--- src/rtl/axi_node_resp_router_pkg.sv ---
// Shared types for the AXI node response router.
// - resp_beat_t   : one response beat {aux, id, last}. Fields are sized to a fixed maximum and
//                   modules use only the low AUX_WIDTH / OID_W bits; unused bits stay zero.
// - burst_state_e : R-burst tracking state.
// - ErrCntWidth   : width of the saturating stray-beat counter.
package axi_node_resp_router_pkg;

    localparam int unsigned ErrCntWidth = 8;
    localparam int unsigned MaxAuxWidth = 64;
    localparam int unsigned MaxIdWidth  = 32;

    typedef struct packed {
        logic [MaxAuxWidth-1:0] aux;
        logic [MaxIdWidth-1:0]  id;
        logic                   last;
    } resp_beat_t;

    typedef enum logic [0:0] {
        StIdle,
        StBurst
    } burst_state_e;

endpackage

--- src/rtl/axi_node_resp_router_if.sv ---
// Response-path bundle of the AXI node response router.
// inp_*  : single incoming response stream (B or R) from one slave port.
// oup_*  : N_MASTER outgoing streams, flattened (port k at slice k).
// Modports: slave  = router side, master = environment side.
interface axi_node_resp_router_if #(
    parameter int unsigned AUX_WIDTH = 1,
    parameter int unsigned ID_WIDTH  = 4,
    parameter int unsigned N_MASTER  = 2
);
    localparam int unsigned IDX_W = $clog2(N_MASTER);
    localparam int unsigned OID_W = ID_WIDTH - IDX_W;

    logic [ID_WIDTH-1:0]           inp_id_i;
    logic [AUX_WIDTH-1:0]          inp_aux_i;
    logic                          inp_last_i;
    logic                          inp_valid_i;
    logic                          inp_ready_o;
    logic [N_MASTER*OID_W-1:0]     oup_id_o;
    logic [N_MASTER*AUX_WIDTH-1:0] oup_aux_o;
    logic [N_MASTER-1:0]           oup_last_o;
    logic [N_MASTER-1:0]           oup_valid_o;
    logic [N_MASTER-1:0]           oup_ready_i;

    modport slave (
        input  inp_id_i, inp_aux_i, inp_last_i, inp_valid_i, oup_ready_i,
        output inp_ready_o, oup_id_o, oup_aux_o, oup_last_o, oup_valid_o
    );

    modport master (
        output inp_id_i, inp_aux_i, inp_last_i, inp_valid_i, oup_ready_i,
        input  inp_ready_o, oup_id_o, oup_aux_o, oup_last_o, oup_valid_o
    );

endinterface

--- src/rtl/axi_node_resp_router_reg.sv ---
// axi_node_resp_reg: single-entry output register with drain-and-refill handshake.
// Ports: clk_i, rst_i (async, active-high); load_i/load_idx_i/load_beat_i write the entry
// (caller only loads when ready_o=1); oup_ready_i per-master ready; ready_o = entry free or
// draining this cycle; beat_o held payload; valid_o one-hot-or-zero per-master valid.
module axi_node_resp_reg
    import axi_node_resp_router_pkg::*;
#(
    parameter int unsigned N_MASTER = 2,
    parameter int unsigned IDX_W    = 1
) (
    input  logic                clk_i,
    input  logic                rst_i,
    input  logic                load_i,
    input  logic [IDX_W-1:0]    load_idx_i,
    input  resp_beat_t          load_beat_i,
    input  logic [N_MASTER-1:0] oup_ready_i,
    output logic                ready_o,
    output resp_beat_t          beat_o,
    output logic [N_MASTER-1:0] valid_o
);

    localparam int unsigned NPad = 1 << IDX_W;

    logic             full_q;
    logic [IDX_W-1:0] idx_q;
    resp_beat_t       beat_q;
    logic [NPad-1:0]  ready_pad;

    // Pad so any idx_q value indexes a real bit; only in-range indices are ever loaded.
    assign ready_pad = NPad'(oup_ready_i);
    assign ready_o   = ~full_q | ready_pad[idx_q];
    assign beat_o    = beat_q;

    always_ff @(posedge clk_i or posedge rst_i) begin
        if (rst_i) begin
            full_q <= 1'b0;
            idx_q  <= '0;
            beat_q <= '0;
        end else if (load_i) begin
            full_q <= 1'b1;
            idx_q  <= load_idx_i;
            beat_q <= load_beat_i;
        end else if (full_q && ready_pad[idx_q]) begin
            full_q <= 1'b0;
        end
    end

    for (genvar k = 0; k < N_MASTER; k++) begin : g_valid
        assign valid_o[k] = full_q && (idx_q == IDX_W'(k));
    end

endmodule

--- src/rtl/axi_node_resp_router.sv ---
// axi_node_resp_router: steers each response beat to the master whose index sits in the upper
// ID bits, stripping those bits. Out-of-range indices are consumed and dropped.
// Ports: clk_i, rst_i (async, active-high); bus (slave modport of axi_node_resp_router_if);
// err_o sticky stray flag; err_cnt_o saturating stray count; err_clr_i clears both.
// Build option: AXI_NODE_RESP_ERR_EN enables the stray-beat error flag and counter;
// otherwise err_o/err_cnt_o are tied to 0.
module axi_node_resp_router
    import axi_node_resp_router_pkg::*;
#(
    parameter int unsigned AUX_WIDTH = 1,
    parameter int unsigned ID_WIDTH  = 4,
    parameter int unsigned N_MASTER  = 2
) (
    input  logic                   clk_i,
    input  logic                   rst_i,
    axi_node_resp_router_if.slave  bus,
    output logic                   err_o,
    output logic [ErrCntWidth-1:0] err_cnt_o,
    input  logic                   err_clr_i
);

    localparam int unsigned IDX_W = $clog2(N_MASTER);
    localparam int unsigned OID_W = ID_WIDTH - IDX_W;

    logic [IDX_W-1:0]    idx;
    logic                stray;
    logic                ready;
    logic                accept;
    logic                load;
    resp_beat_t          load_beat;
    resp_beat_t          beat;
    logic [N_MASTER-1:0] valid;
    burst_state_e        state_q;
    logic [ID_WIDTH-1:0] lock_id_q;
    logic                unused_beat;

    assign idx    = bus.inp_id_i[ID_WIDTH-1 -: IDX_W];
    assign stray  = 32'(idx) >= N_MASTER;
    assign accept = bus.inp_valid_i & ready;
    assign load   = accept & ~stray;

    assign bus.inp_ready_o = ready;

    always_comb begin
        load_beat                  = '0;
        load_beat.aux[AUX_WIDTH-1:0] = bus.inp_aux_i;
        load_beat.id[OID_W-1:0]    = bus.inp_id_i[OID_W-1:0];
        load_beat.last             = bus.inp_last_i;
    end

    axi_node_resp_reg #(
        .N_MASTER (N_MASTER),
        .IDX_W    (IDX_W)
    ) u_reg (
        .clk_i       (clk_i),
        .rst_i       (rst_i),
        .load_i      (load),
        .load_idx_i  (idx),
        .load_beat_i (load_beat),
        .oup_ready_i (bus.oup_ready_i),
        .ready_o     (ready),
        .beat_o      (beat),
        .valid_o     (valid)
    );

    // Payload is broadcast; only valid is steered.
    for (genvar k = 0; k < N_MASTER; k++) begin : g_oup
        assign bus.oup_id_o[k*OID_W +: OID_W]         = beat.id[OID_W-1:0];
        assign bus.oup_aux_o[k*AUX_WIDTH +: AUX_WIDTH] = beat.aux[AUX_WIDTH-1:0];
        assign bus.oup_last_o[k]                      = beat.last;
    end
    assign bus.oup_valid_o = valid;

    // Padding bits of the fixed-width beat struct are never driven out.
    assign unused_beat = ^beat;

    // Burst tracking; stray beats never advance it.
    always_ff @(posedge clk_i or posedge rst_i) begin
        if (rst_i) begin
            state_q   <= StIdle;
            lock_id_q <= '0;
        end else if (load) begin
            unique case (state_q)
                StIdle: begin
                    if (!bus.inp_last_i) begin
                        state_q   <= StBurst;
                        lock_id_q <= bus.inp_id_i;
                    end
                end
                StBurst: begin
                    if (bus.inp_last_i) state_q <= StIdle;
                end
                default: state_q <= StIdle;
            endcase
        end
    end

    // Interleaved R beats are still routed; flag them in simulation only.
    interleave_chk: assert property (@(posedge clk_i) disable iff (rst_i)
        (load && state_q == StBurst) |-> (bus.inp_id_i == lock_id_q))
        else $error("interleaved response id %0h during burst of id %0h",
                    bus.inp_id_i, lock_id_q);

`ifdef AXI_NODE_RESP_ERR_EN
    logic                   err_q;
    logic [ErrCntWidth-1:0] err_cnt_q;

    // Clear wins over a simultaneous stray beat.
    always_ff @(posedge clk_i or posedge rst_i) begin
        if (rst_i) begin
            err_q     <= 1'b0;
            err_cnt_q <= '0;
        end else if (err_clr_i) begin
            err_q     <= 1'b0;
            err_cnt_q <= '0;
        end else if (accept && stray) begin
            err_q <= 1'b1;
            if (err_cnt_q != '1) err_cnt_q <= err_cnt_q + ErrCntWidth'(1);
        end
    end

    assign err_o     = err_q;
    assign err_cnt_o = err_cnt_q;
`else
    logic unused_err_clr;
    assign unused_err_clr = err_clr_i;
    assign err_o          = 1'b0;
    assign err_cnt_o      = '0;
`endif

endmodule

--- src/flat_wrapper.sv ---
// flat-port wrapper written by rule: the top's interface ports become plain ports
module axi_node_resp_router_flat import axi_node_resp_router_pkg::*;
#(
    parameter int unsigned AUX_WIDTH = 1,
    parameter int unsigned ID_WIDTH  = 4,
    parameter int unsigned N_MASTER  = 2
)
  (clk_i, rst_i, err_o, err_cnt_o, err_clr_i, bus_inp_id_i, bus_inp_aux_i, bus_inp_last_i, bus_inp_valid_i, bus_oup_ready_i, bus_inp_ready_o, bus_oup_id_o, bus_oup_aux_o, bus_oup_last_o, bus_oup_valid_o);
  axi_node_resp_router_if #(.AUX_WIDTH(AUX_WIDTH), .ID_WIDTH(ID_WIDTH), .N_MASTER(N_MASTER)) bus_i ();
  input  logic clk_i;
  input  logic rst_i;
  output logic err_o;
  output logic [ErrCntWidth-1:0] err_cnt_o;
  input  logic err_clr_i;
  input wire logic [$bits(bus_i.inp_id_i)-1:0] bus_inp_id_i;
  input wire logic [$bits(bus_i.inp_aux_i)-1:0] bus_inp_aux_i;
  input wire logic [$bits(bus_i.inp_last_i)-1:0] bus_inp_last_i;
  input wire logic [$bits(bus_i.inp_valid_i)-1:0] bus_inp_valid_i;
  input wire logic [$bits(bus_i.oup_ready_i)-1:0] bus_oup_ready_i;
  output wire logic [$bits(bus_i.inp_ready_o)-1:0] bus_inp_ready_o;
  output wire logic [$bits(bus_i.oup_id_o)-1:0] bus_oup_id_o;
  output wire logic [$bits(bus_i.oup_aux_o)-1:0] bus_oup_aux_o;
  output wire logic [$bits(bus_i.oup_last_o)-1:0] bus_oup_last_o;
  output wire logic [$bits(bus_i.oup_valid_o)-1:0] bus_oup_valid_o;
  assign bus_i.inp_id_i = bus_inp_id_i;
  assign bus_i.inp_aux_i = bus_inp_aux_i;
  assign bus_i.inp_last_i = bus_inp_last_i;
  assign bus_i.inp_valid_i = bus_inp_valid_i;
  assign bus_i.oup_ready_i = bus_oup_ready_i;
  assign bus_inp_ready_o = bus_i.inp_ready_o;
  assign bus_oup_id_o = bus_i.oup_id_o;
  assign bus_oup_aux_o = bus_i.oup_aux_o;
  assign bus_oup_last_o = bus_i.oup_last_o;
  assign bus_oup_valid_o = bus_i.oup_valid_o;
  axi_node_resp_router #(.AUX_WIDTH(AUX_WIDTH), .ID_WIDTH(ID_WIDTH), .N_MASTER(N_MASTER)) u_core (.clk_i(clk_i), .rst_i(rst_i), .bus(bus_i), .err_o(err_o), .err_cnt_o(err_cnt_o), .err_clr_i(err_clr_i));
endmodule
--- config.mk ---
export PLATFORM = sky130hd
export DESIGN_NAME = axi_node_resp_router_flat
export DESIGN_NICKNAME = d
export VERILOG_FILES = /design/src/rtl/axi_node_resp_router_pkg.sv /design/src/rtl/axi_node_resp_router_if.sv /design/src/rtl/axi_node_resp_router_reg.sv /design/src/rtl/axi_node_resp_router.sv /design/src/flat_wrapper.sv
export SDC_FILE = /design/constraint.sdc
export NUM_CORES = 1
export LEC_CHECK = 0
export BUFFER_PORTS_ARGS = -buffer_cell sky130_fd_sc_hd__clkbuf_2
export CAP_MARGIN = 20
export CORE_AREA = 2 2 39 41
export CTS_CLUSTER_SIZE = 28
export DETAILED_ROUTE_END_ITERATION = 6
export DIE_AREA = 0 0 41 43
export PLACE_DENSITY = 0.65
export SLEW_MARGIN = 10
export SYNTH_ARGS = -nofsm -noshare
export SYNTH_HDL_FRONTEND = slang
export SYNTH_SLANG_ARGS = --single-unit
--- constraint.sdc ---
create_clock -name clk_i -period 2.4 [get_ports clk_i]
set_clock_uncertainty 0.15 [all_clocks]
set_input_delay 0.24 -clock clk_i [delete_from_list [all_inputs] [get_ports clk_i]]
set_output_delay 0.24 -clock clk_i [all_outputs]
set_load 0.005 [all_outputs]
==> results of run 1 <==
-- power groups by stage --
stage,clock (W),combinational [W],sequential [W]
after floorplan,0,0.0000748,0.000158
after global placement,0,0.0000947,0.000157
after detailed placement,0,0.0000957,0.000159
after CTS,0.000111,0.0000971,0.000157
after global routing,0.000117,0.000109,0.000161
final,0.000103,0.0000950,0.000156
-- through the flow --
stage / cells / util (%)
after global routing: 77 / 37.25
after floorplan: 47 / -
after detailed placement: 72 / 34.63
final: 77 / 37.25
after CTS: 77 / 37.25
after global placement: 72 / 34.63
-- cell usage in the layout, fill, tap and decap left out --
master         instances
nand2b_1               2
a22o_1                 1
and2_2                 1
clkbuf_4               3
conb_1                 9
nand2_1                1
dfrtp_1                7
clkbuf_2              23
mux2_1                 5
mux2i_1                1
dlygate4sd3_1          1
nor2_1                 1
o21ai_0                1
a21o_2                 1
inv_1                  2
a21boi_2               1
clkbuf_1               1
-- cells by family after synthesis --
group / count (synthesis)
AOI/OAI and AO/OA: 4
buffers and inverters: 16
DFF: 7
muxes: 6
other: 1
and+or+nand+nor: 5
-- cell usage after synthesis --
cell      number
conb_1         1
nor2_1         1
dfrtp_1        7
a22o_1         1
buf_4         14
and2_2         1
nand2_1        1
o21ai_0        1
mux2_1         5
a21boi_2       1
nand2b_1       2
inv_1          2
a21o_2         1
mux2i_1        1
-- how the worst min path moves through the flow --
stage / depth (start not counted) / to / slack, ns / start
after floorplan: 1 / u_core.u_reg.beat_o[0] / -0.11 / rst_i
after global placement: 2 / u_core.u_reg.beat_o[3] / 0.01 / rst_i
final: 2 / u_core.u_reg.beat_o[0] / 0.06 / bus_inp_last_i
after CTS: 2 / u_core.u_reg.beat_o[2] / 0.05 / bus_inp_id_i[1]
after global routing: 2 / u_core.u_reg.beat_o[3] / 0.05 / bus_inp_id_i[2]
after detailed placement: 2 / u_core.u_reg.beat_o[3] / 0.01 / rst_i
-- registers in the layout, summed over array words and instances (netlist names) --
| signal | flops |
|---|---|
| u_core.u_reg.beat_o | 5 |
| u_core.u_reg.idx_q | 1 |
| u_core.u_reg.full_q | 1 |
-- timing repair --
item                                   CTS  global route
endpoints found under the hold margin    7             0
setup endpoints to repair                0             0
hold buffers                             1             0
buffers inserted                         0             0
-- layout make-up --
type                    instances  share of cell area (%)
flip-flops and latches          7                   33.98
repair buffers                 24                   24.27
inverters                       2                   1.456
multi-input cells              24                   31.31
well taps                      16                   3.883
clock buffers                   4                   5.097
-- per-layer routing --
| metal | track usage, % | wire length [um] | vias to the layer above |
|---|---|---|---|
| met3 | 3.665 | 95 | 0 |
| li1 | - | - | 147 |
| met1 | 7.468 | 275 | 120 |
| met4 | 6.000 | 0 | 0 |
| met5 | 0 | 0 | - |
| met2 | 10.63 | 283 | 24 |
-- critical path, delay by kind of cell (launching register included) --
| family | cells | cell delay [ns] |
|---|---|---|
| flip-flops | 1 | 0.41 |
| multiplexers | 1 | 0.29 |
| AND/OR/NAND/NOR | 1 | 0.10 |
| buffers and inverters | 1 | 0.12 |
==> summary.md, run 1 <==
| Metric | Value |
|---|---|
| Reg2reg path depth | 3 |
| First-pass GRT wire length | 834 um |
| Crit-path slowest cell | dfrtp_1 |
| Layout cells sized above 1 | 47.54% |
| Routed WL | 655 um |
| Area share of the largest cell type after synthesis | 41.79% |
| Reg-to-reg startpoint | u_core.u_reg.idx_q |
| Largest net degree at the start of global routing | 8 |
| Ports | 34 |
| Antenna violations before repair | 0 |
| Sw Pwr | 0.00009654 W |
| DP Worst Slack | 0.8642 ns |
| DR pass1 iterations | 2 |
| Layout area overhead | 22.98% |
| Ant. Diodes | 0 |
| Worst setup path end | bus_inp_ready_o |
| Setup TNS | 0 ns |
| Clk buf depth | 2 |
| Total chip power | 0.0003537 W |
| DP Area | 479.2 um2 |
| Worst VDD drop | 0.1721 mV |
| Post-synthesis adder-cell area fraction | 0% |
| FP Rows | 14 |
| Dpl hpwl | 549 um |
| Crit-path max FO | 5 |
| Nets | 74 |
| CTS Buf Count | 3 |
| Internal | 0.0002571 W |
| Die footprint | 1763 um2 |
| Fin crit period | 1.563 ns |
| Drt drc | 0 |
| Clock Power Share | 29.0% |
| CTS tree | built |
| CP endpoint kind | output port |
| Remaining Overflow, GRT | 0 |
| RePlAce Congestion | 0.6644 |
| Antenna Nets Post-Route | 0 |
| # clock sinks | 7 |
| Syn Std Cell Area | 419.2 um2 |
| Final Cycle Share | 65.10% |
| Mux contribution to synthesized area | 15.82% |
| Area leader, netlist | dfrtp_1 |
| Leakage | 0.2901 nW |
| Hold WS | 0.06027 ns |
| FMAX | 0.6400 GHz |
| Largest family of logic cells by synthesized area | buffers and inverters |
| Flop pwr share | 44.1% |
| CP startpoint | u_core.u_reg.idx_q |
| Unique masters post-synth | 14 |
| Sw Share | 27.30% |
| IO buf count | 23 |
| Worst setup SP type | register |
| Number of fill cells | 154 |
| Fin. Hold Viols | 0 |
| Register bit total from synthesis | 7 |
| Clock Latency Late Sink | 0.24 ns |
| Worst-path cell chain | mux2i_1 -> nand2_1 -> clkbuf_2 |
| Fraction of the mapped netlist area in simple logic gates | 6.567% |
| CTS root buf | clkbuf_4 |
| Worst Hold Class | in2reg |
| Core Box Area | 1384 um2 |
| Compound-Gate Fraction of Synth Area | 8.060% |
| Reg2reg end | u_core.u_reg.beat_o[1] |
| Register-to-Register Setup Slack | 0.87 ns |
| Fin. max-slew vios | 0 |
| Clock slew at reported path FFs | 0.05 ns |
| Starting Density | 30.29% |
| Setup violators final | 0 |
| Global Route Usage Sum | 7.351% |
| DR iter-0 viols | 4 |
| Multi-input gate area | 161.4 um2 |
| Req. time, crit path | 2.01 ns |
| Mapped Cells | 39 |
| Chip width | 41 um |
| Area contributors post-synth | dfrtp_1 (42%), buf_4 (25%), mux2_1 (13%) |
| Die height | 43 um |
| Via/cell ratio | 3.779 |
| Worst setup margin | 0.8375 ns |
| Vias in the first global route | 230 |
| Register area | 175.2 um2 |
| XOR/XNOR Fraction of Synth Area | 0% |
| Design area | 515.5 um2 |
| Critical path type | reg2out |
| Sequential share of the synthesized area | 41.79% |
| Synth warn | 0 |
| Wire per inst | 8.506 um |
| Max_cap viols | 0 |
| CP max stage delay | 0.41 ns |
| Post-cts sizing count | 0 |
| DR vias | 291 |
| Status | finished, final reports clean |
| WP data arrival | 1.17 ns |
| Power per cell area | 686.1 nW/um2 |
| RSZ-0062 raised after global routing | no |
| Combinational Power Share | 26.9% |
| Avg Cell Area, Syn | 10.75 um2 |
| H-tree levels | 1 |
(Power assumes the default switching activity.)
==> run 2: changes to the inputs <==
--- a/config.mk
+++ b/config.mk
@@ -7,11 +7,11 @@
 export LEC_CHECK = 0
 export BUFFER_PORTS_ARGS = -buffer_cell sky130_fd_sc_hd__clkbuf_2
 export CAP_MARGIN = 20
-export CORE_AREA = 2 2 39 41
+export CORE_MARGIN = 2
+export CORE_UTILIZATION = 32
 export CTS_CLUSTER_SIZE = 28
 export DETAILED_ROUTE_END_ITERATION = 6
-export DIE_AREA = 0 0 41 43
-export PLACE_DENSITY = 0.65
+export PLACE_DENSITY = 0.69
 export SLEW_MARGIN = 10
 export SYNTH_ARGS = -nofsm -noshare
 export SYNTH_HDL_FRONTEND = slang
==> constraint.sdc (replaced) <==
create_clock -name clk_i -period 1.35 [get_ports clk_i]
set_clock_uncertainty 0.15 [all_clocks]
set_input_delay 0.135 -clock clk_i [delete_from_list [all_inputs] [get_ports clk_i]]
set_output_delay 0.135 -clock clk_i [all_outputs]
set_load 0.005 [all_outputs]
==> run 2 against run 1 <==
Effect of this change:
- the flow now finishes with violations (negative setup slack)
- worst setup slack worse by 0.92 ns
- sequential share of layout area down 7.5 points
- utilization up 15 points
- first-iteration DRC count down 75%
- critical path type is now reg2reg
- sequential power up 78%
- non-clock buffer count up 12
- largest power group unchanged
- die area down 8.4%
- via count up 18%
- cell count up 14%
- power up 110%
- clock power up 74%
- clock-buffer cell count unchanged
==> summary.md, run 2 (synthesized netlist as in run 1, its figures left out) <==
| Metric | Value |
|---|---|
| Die footprint | 1615 um2 |
| RSZ-0062 raised after global routing | yes |
| Ant. Diodes | 0 |
| Antenna violations before repair | 0 |
| Core Box Area | 1269 um2 |
| Leakage | 0.3645 nW |
| Fin. Hold Viols | 0 |
| First-pass GRT wire length | 1.207 mm |
| Number of fill cells | 125 |
| H-tree levels | 1 |
| CTS root buf | clkbuf_4 |
| Wire per inst | 9.500 um |
| Antenna Nets Post-Route | 0 |
| Setup violators final | 7 |
| Chip width | 40.19 um |
| Power per cell area | 1099 nW/um2 |
| Worst VDD drop | 0.3469 mV |
| Global Route Usage Sum | 12.00% |
| CTS tree | built |
| Layout cells sized above 1 | 56.16% |
| Worst setup margin | -0.07771 ns |
| Worst Hold Class | in2reg |
| Critical path type | reg2reg |
| Via/cell ratio | 3.886 |
| FMAX | 0.7004 GHz |
| Clock Latency Late Sink | 0.24 ns |
| WP data arrival | 1.40 ns |
| Most frequent cells in the layout | clkbuf_2 (22), conb_1 (9), dlygate4sd3_1 (8), dfrtp_1 (7), mux2_4 (5) |
| Worst setup SP type | register |
| Drt drc | 0 |
| # clock sinks | 7 |
| Vias in the first global route | 326 |
| DR vias | 342 |
| Finished Core Util | 52.17% |
| IO buf count | 23 |
| Fin. max-slew vios | 0 |
| Starting Density | 33.04% |
| DR pass1 iterations | 2 |
| Routed WL | 836 um |
| Die height | 40.19 um |
| Crit-path max FO | 5 |
| Commonest non-fill, non-tap cell in the layout | clkbuf_2 |
| Max_cap viols | 0 |
| DR iter-0 viols | 1 |
| Layout area overhead | 57.91% |
| Largest net degree at the start of global routing | 8 |
| Failing checks | negative setup slack |
| Remaining Overflow, GRT | 0 |
| Nets | 86 |
| CP endpoint kind | register |
| DP Worst Slack | -0.1535 ns |
| Total chip power | 0.0007277 W |
| Fin crit period | 1.428 ns |
| Clk buf depth | 2 |
| Clock slew at reported path FFs | 0.05 ns |
| Dpl hpwl | 587.1 um |
| Setup TNS | -0.4817 ns |
| RePlAce Congestion | 0.6675 |
| Largest register FFs | 5 |
| Status | finished, violations left |
| Ports | 34 |
| CTS Buf Count | 3 |
| Final Cycle Share | 105.8% |
| FP Rows | 13 |
| Req. time, crit path | 1.32 ns |
[run 2: cell count changes in the layout (fill, tap and decap cells not counted), sizes merged]
cell and change:
dlygate4sd3 +7, buf +6, clkbuf -1
[run 2: where the power goes]
part,switching (W),total [W],internal [W]
registers,0.0000287,0.000277,0.000248
clock network,0.0000669,0.000179,0.000112
logic,0.0000967,0.000271,0.000175
total,0.000192,0.000728,0.000535
[run 2: area by class of cell]
| class | instances | area, um2 | area share (%) |
|---|---|---|---|
| timing repair buffer | 36 | 246.5 | 37.24 |
| multi-input combinational | 24 | 187.7 | 28.36 |
| sequential | 7 | 175.2 | 26.47 |
| clock buffer | 4 | 26.28 | 3.970 |
| tap | 15 | 18.77 | 2.836 |
| inverter | 2 | 7.507 | 1.134 |
[run 2: what timing repair did]
action,4_1_cts,5_1_grt
gates resized for setup,5,6
pin swaps,2,1
endpoints found under the setup margin,7,7
hold buffers,8,0
setup buffers,2,1
hold endpoints to repair,14,0
[run 2: metrics by stage]
stage	cells	area (um2)	hold slack [ns]
floorplan	47	449.2	-0.2116
CTS	87	633.1	0.06913
global route	88	661.9	0.1086
finish	88	661.9	0.07109
global placement	73	493.0	-0.09499
detailed placement	73	493.0	-0.09172
[run 2: worst max-delay path, stage by stage, from the launching register on]
cell and delay, ns:
dfrtp_1 0.37, mux2i_2 0.27, a21boi_2 0.08, buf_6 0.14, mux2_4 0.29
[run 2: path summary, 6_finish.rpt]
check                      slack (ns)                       to                    start  cells after the start
max in group asynchronous        0.65   u_core.u_reg.beat_o[0]                    rst_i                      3
hold / removal                   0.07       u_core.u_reg.idx_q          bus_inp_valid_i                      3
setup / recovery                -0.08   u_core.u_reg.beat_o[0]       u_core.u_reg.idx_q                      4
setup reg to reg                -0.08   u_core.u_reg.beat_o[0]       u_core.u_reg.idx_q                      4
min in group asynchronous        0.20   u_core.u_reg.beat_o[1]                    rst_i                      3
hold reg to reg                  0.39  u_core.u_reg.beat_o[33]  u_core.u_reg.beat_o[33]                      1
[run 2: per-layer routing]
metal	GRT usage (%)	routed length, um	vias to the layer above
li1	-	-	172
met1	11.53	341	145
met2	21.77	390	23
met3	0.5556	84	2
met4	12.50	19	0
met5	0	0	-
